**src/rtl/id_exe_pipe_reg.sv**
```systemverilog
// ID->EXE pipeline register with valid/ready flow control, a one-entry skid
// buffer, synchronous flush, zeroed control fields on bubbles and a
// saturating backpressure counter.
module id_exe_pipe_reg #(
    parameter int DATA_W = 32,
    parameter int REG_W  = 5,
    parameter int WB_W   = 2,
    parameter int MEM_W  = 3,
    parameter int EXE_W  = 4,
    parameter int CNT_W  = 16
) (
    input  logic              clock,
    input  logic              reset,
    // Upstream (decode) side
    input  logic              in_valid,
    output logic              in_ready,
    input  logic              flush,
    input  logic [DATA_W-1:0] pc,
    input  logic [DATA_W-1:0] readData1,
    input  logic [DATA_W-1:0] readData2,
    input  logic [DATA_W-1:0] sign_extended,
    input  logic [REG_W-1:0]  instruction1,
    input  logic [REG_W-1:0]  instruction2,
    input  logic [WB_W-1:0]   WB,
    input  logic [MEM_W-1:0]  MEM,
    input  logic [EXE_W-1:0]  EXE,
    // Downstream (execute) side
    output logic              out_valid,
    input  logic              out_ready,
    output logic [DATA_W-1:0] pcOut,
    output logic [DATA_W-1:0] readData1Out,
    output logic [DATA_W-1:0] readData2Out,
    output logic [DATA_W-1:0] sign_extendedOut,
    output logic [REG_W-1:0]  instruction1Out,
    output logic [REG_W-1:0]  instruction2Out,
    output logic [WB_W-1:0]   WBOut,
    output logic [MEM_W-1:0]  MEMOut,
    output logic [EXE_W-1:0]  EXEOut,
    // Performance
    output logic [CNT_W-1:0]  stall_cycles
);

    // One beat is carried as a single packed vector so that main and skid
    // entries move as a unit.
    localparam int PAY_W = 4*DATA_W + 2*REG_W + WB_W + MEM_W + EXE_W;
    localparam logic [CNT_W-1:0] CNT_MAX = {CNT_W{1'b1}};

    logic [PAY_W-1:0] pay_in;
    logic [PAY_W-1:0] m_q, m_d;    // main entry, drives the outputs
    logic [PAY_W-1:0] s_q, s_d;    // skid entry, absorbs one beat under backpressure
    logic             mv_q, mv_d;
    logic             sv_q, sv_d;
    logic [CNT_W-1:0] stall_q, stall_d;

    logic             in_fire;
    logic [WB_W-1:0]  m_wb;
    logic [MEM_W-1:0] m_mem;
    logic [EXE_W-1:0] m_exe;

    assign pay_in = {pc, readData1, readData2, sign_extended,
                     instruction1, instruction2, WB, MEM, EXE};

    // The skid entry being occupied is the only thing that blocks upstream,
    // so in_ready depends on registered state only (plus reset).
    assign in_ready = ~sv_q & ~reset;
    assign in_fire  = in_valid & in_ready;

    // Next-state for the two entries: EMPTY / ONE / FULL, flush overrides.
    always_comb begin
        // NOTE: every variable gets a default first so no path leaves it unassigned (no latch).
        m_d  = m_q;
        s_d  = s_q;
        mv_d = mv_q;
        sv_d = sv_q;

        if (!mv_q) begin
            // EMPTY
            if (in_fire) begin
                m_d  = pay_in;
                mv_d = 1'b1;
            end
        end else if (!sv_q) begin
            // ONE
            if (out_ready) begin
                if (in_fire) begin
                    m_d = pay_in;
                end else begin
                    mv_d = 1'b0;
                end
            end else if (in_fire) begin
                s_d  = pay_in;
                sv_d = 1'b1;
            end
        end else begin
            // FULL: upstream is blocked, only the skid beat can advance
            if (out_ready) begin
                m_d  = s_q;
                sv_d = 1'b0;
            end
        end

        // Flush squashes everything held after this edge; any beat accepted
        // this cycle is dropped, and the downstream transfer still completes.
        if (flush) begin
            mv_d = 1'b0;
            sv_d = 1'b0;
        end
    end

    // Saturating count of cycles where a valid beat is held but blocked.
    always_comb begin
        stall_d = stall_q;
        if (mv_q && !out_ready && (stall_q != CNT_MAX)) begin
            stall_d = stall_q + 1'b1;
        end
    end

    // State registers with synchronous reset.
    always_ff @(posedge clock) begin
        if (reset) begin
            // NOTE: payload is cleared too, since data outputs must read zero after reset.
            m_q     <= '0;
            s_q     <= '0;
            mv_q    <= 1'b0;
            sv_q    <= 1'b0;
            stall_q <= '0;
        end else begin
            // NOTE: non-blocking assignments so every register samples pre-edge values.
            m_q     <= m_d;
            s_q     <= s_d;
            mv_q    <= mv_d;
            sv_q    <= sv_d;
            stall_q <= stall_d;
        end
    end

    assign {pcOut, readData1Out, readData2Out, sign_extendedOut,
            instruction1Out, instruction2Out, m_wb, m_mem, m_exe} = m_q;

    // Bubbles must never carry live control into execute/memory/writeback.
    assign WBOut        = mv_q ? m_wb  : '0;
    assign MEMOut       = mv_q ? m_mem : '0;
    assign EXEOut       = mv_q ? m_exe : '0;
    assign out_valid    = mv_q;
    assign stall_cycles = stall_q;

endmodule
```
**config.mk**
```make
export PLATFORM = sky130hd
export DESIGN_NAME = id_exe_pipe_reg
export DESIGN_NICKNAME = d
export VERILOG_FILES = /design/src/rtl/id_exe_pipe_reg.sv
export SDC_FILE = /design/constraint.sdc
export NUM_CORES = 1
export LEC_CHECK = 0
export ABC_AREA = 0
export CELL_PAD_IN_SITES_DETAIL_PLACEMENT = 1
export CELL_PAD_IN_SITES_GLOBAL_PLACEMENT = 1
export CORE_MARGIN = 2
export CORE_UTILIZATION = 30
export CTS_CLUSTER_DIAMETER = 60
export DETAILED_ROUTE_END_ITERATION = 12
export PLACE_DENSITY_LB_ADDON = 0.1
export RECOVER_POWER = 100
export SYNTH_ARGS = -nofsm -noshare
export SYNTH_HDL_FRONTEND = slang
export SYNTH_SLANG_ARGS = --single-unit
```
**constraint.sdc**
```tcl
create_clock -name clock -period 4.55 [get_ports clock]
set_input_delay 0.6825 -clock clock [delete_from_list [all_inputs] [get_ports clock]]
set_output_delay 0.6825 -clock clock [all_outputs]
set_load 0.03 [all_outputs]
```
==> impl_metrics.ini <==
[status]
outcome = finished, violations left
violations = max-capacitance violations, max-slew violations

[sta]
tightest_slew_ns = 2.12
fin_crit_ns = 3.50
setup_tns_ns = 0
setup_viol = 0
min_period_over_period_pct = 76.9
report.final.slew_viol_count = 269
rsz0062_at_grt = false
relSlewSlack_pct = -41.6
final_hold_viol_count = 0
max_freq_mhz = 286
finalClockSkew_ns = 0.0127

[global_route]
grtUsageMet2_pct = 33.5
grt_pass1_wl_microns = 75400
use_met3_pct = 4.86
overflow = 0
antenna_found_initial = 6
busiest_layer = met2
grt_use_total_pct = 20.0
first_global_vias = 13100
use_met1_pct = 25.1
grt_max_degree = 148

[worst_setup_path]
critPathLaunchType = input pin
critical-path-top-delay-family = compound AO/OA/AOI/OAI gates
reg2reg_to = m_q[119]
endpoint = m_q[119]
critPathBufInv = 2
cp_cell_sequence = clkdlybuf4s50_1 > nor2b_1 > a21oi_1 > clkbuf_1 > a2111oi_0
r2r_cells = 4
critical_path.startpoint = out_ready
worstSetupPathType = input pin to register
critPathSlowestCell = a21oi_1
critPathRequiredTime_ns = 4.92
end_kind = register
critical-path-max-stage-delay_ns = 1.60
r2r_slack_ns = 1.08
path_depth = 5
cp.arrival_ns = 3.87
crit_path_max_fanout = 24
reg2reg_from = out_valid

[cts]
clock_path_buffers = 3
clk_pin_slew_worst_paths_ns = 0.05
ctsResizeCount = 0
postCtsHoldBufs = 0
htreeDepth = 2
cts_inserted_buffers = 39
root_buffer = clkbuf_16
cts_setup_buffers = 0
cts_tree = built
insertion_delay_ns = 0.54
clock-sinks = 312

[floorplan]
rows = 78
die_area_sq_um = 47700
ios = 317
core_area_sq_um = 45400
die_h_microns = 218
die_w_microns = 218
start_util_pct = 30.4

[synth]
yosys_most_used_dff = dfxtp_1
synthDistinctLibCells = 44
yosys-top-cells-count = 515 x nand2_1, 312 x dfxtp_1, 171 x a21oi_1
synth_top_area_cell = dfxtp_1
synth-edff-count = 0
seq_area_frac_synth_pct = 45.3
yosys.area.top_type_share_pct = 45.3
avgSynthCellArea_sq_um = 8.04
synth_nets = 1868
synth_most_common_cell = nand2_1
syn_inst = 1715
yosys_warnings = 0
syn_area_sq_um = 13800
synth.area.top_cells = dfxtp_1 45%, nand2_1 14%, buf_4 7.9%
ys_ff_latch = 312
synthArstFlopShare_pct = 0

[power]
fin_total_pwr_w = 0.00685
power_leakage_nw = 6.37
p_per_area_nw_per_um2 = 391
max-vdd-ir-drop_mv = 0.295

[detailed_routing]
finalWirelength_microns = 48600
ant_nets = 0
via_per_inst = 5.20
drt_iter0_drc = 521
drc = 0
dr.pass1.iters = 4
dr_total_vias = 12700
wl_per_cell_microns = 20.0

[final_layout]
fin_cells = 2434
syn_to_final_growth_pct = 27.1
final_nets = 1956
drive_gt1_share_pct = 4.70
utilization_pct = 38.6

[run]
max_cap_violations = 5

[placement]
placedCellCount = 2362
place_congestion = 0.723
portBuffers = 316
dp_hpwl_microns = 28200

[hold_path]
holdCritPathClass = register to register
## where the power goes
group          total [W]  internal [W]  switching (W)
Combinational   0.000740      0.000312       0.000428
Clock            0.00323       0.00202        0.00121
Sequential       0.00289       0.00282      0.0000651
Total            0.00685       0.00515        0.00170
## tightest hold or removal path, cell delays in order (launching register included)
cell	delay, ns
dfxtp_1	0.31
nand2_1	0.05
a21oi_1	0.05
## flip-flops by register name (all words and copies together) (netlist names)
name / count
m_q: 147
out_valid: 1
s_q: 147
stall_cycles: 16
sv_q: 1
## kinds of logic after synthesis
kind of cell	Yosys count	synth area share [%]
and+or+nand+nor	630	18.2
AOI/OAI and AO/OA	450	21.4
DFF	312	45.3
buffers and inverters	290	12.7
muxes	32	2.33
adders and majority gates	1	0.0907
## worst min-delay path by stage
stage | from | endpoint | slack [ns] | depth (start not counted)
floorplan | s_q[100] | s_q[100] | 0.44 | 2
global placement | s_q[91] | s_q[91] | 0.44 | 2
detailed placement | s_q[88] | s_q[88] | 0.45 | 2
CTS | s_q[59] | s_q[59] | 0.46 | 2
global route | s_q[78] | s_q[78] | 0.47 | 2
finish | s_q[109] | s_q[109] | 0.45 | 2
## layer usage
metal / routed length, microns / share of wire [%]
met1: 21400 / 44
met4: 1080 / 2.2
met3: 2910 / 6.0
met5: 24 / 0.049
met2: 23200 / 48
## final cells by class
| class | count | area (sq um) |
|---|---|---|
| flip-flops and latches | 312 | 6250 |
| repair buffers | 334 | 3350 |
| diodes | 4 | 10.0 |
| clock buffers | 63 | 1240 |
| well taps | 600 | 751 |
| inverters | 3 | 13.8 |
| fillers | 5294 | 27800 |
| multi-input cells | 1113 | 5830 |
| clock inverters | 5 | 100 |
## stage by stage
step	setup WS [ns]	hold WS, ns	cell area, sq um
2_1_floorplan	2.20	0.436	13800
3_3_place_gp	1.55	0.441	16300
3_5_place_dp	1.53	0.450	16300
4_1_cts	1.39	0.457	17600
5_1_grt	0.711	0.472	17500
6_report	1.05	0.454	17500
## cell usage in the layout (no fill, tap or decap), types with 2 or more instances in the layout
cell / instances
a211oi_1: 2
inv_1: 2
clkbuf_2: 3
nand4_1: 6
o221ai_1: 106
or4_1: 7
clkdlybuf4s50_1: 150
dlygate4sd3_1: 165
clkbuf_16: 41
and2_1: 9
and3_1: 4
buf_12: 5
o41ai_1: 2
a21oi_1: 171
o21ai_0: 13
buf_4: 8
nor2_1: 68
or3_1: 4
mux2i_1: 31
dfxtp_1: 312
nor3_1: 2
bufinv_16: 3
nor2b_1: 2
o31ai_1: 6
clkbuf_8: 13
clkbuf_1: 10
nand2_1: 514
a2111oi_0: 32
o22ai_1: 9
nand3_1: 3
diode_2: 4
a31oi_1: 106
clkinv_2: 2
Power figures use the tool's default switching activity.
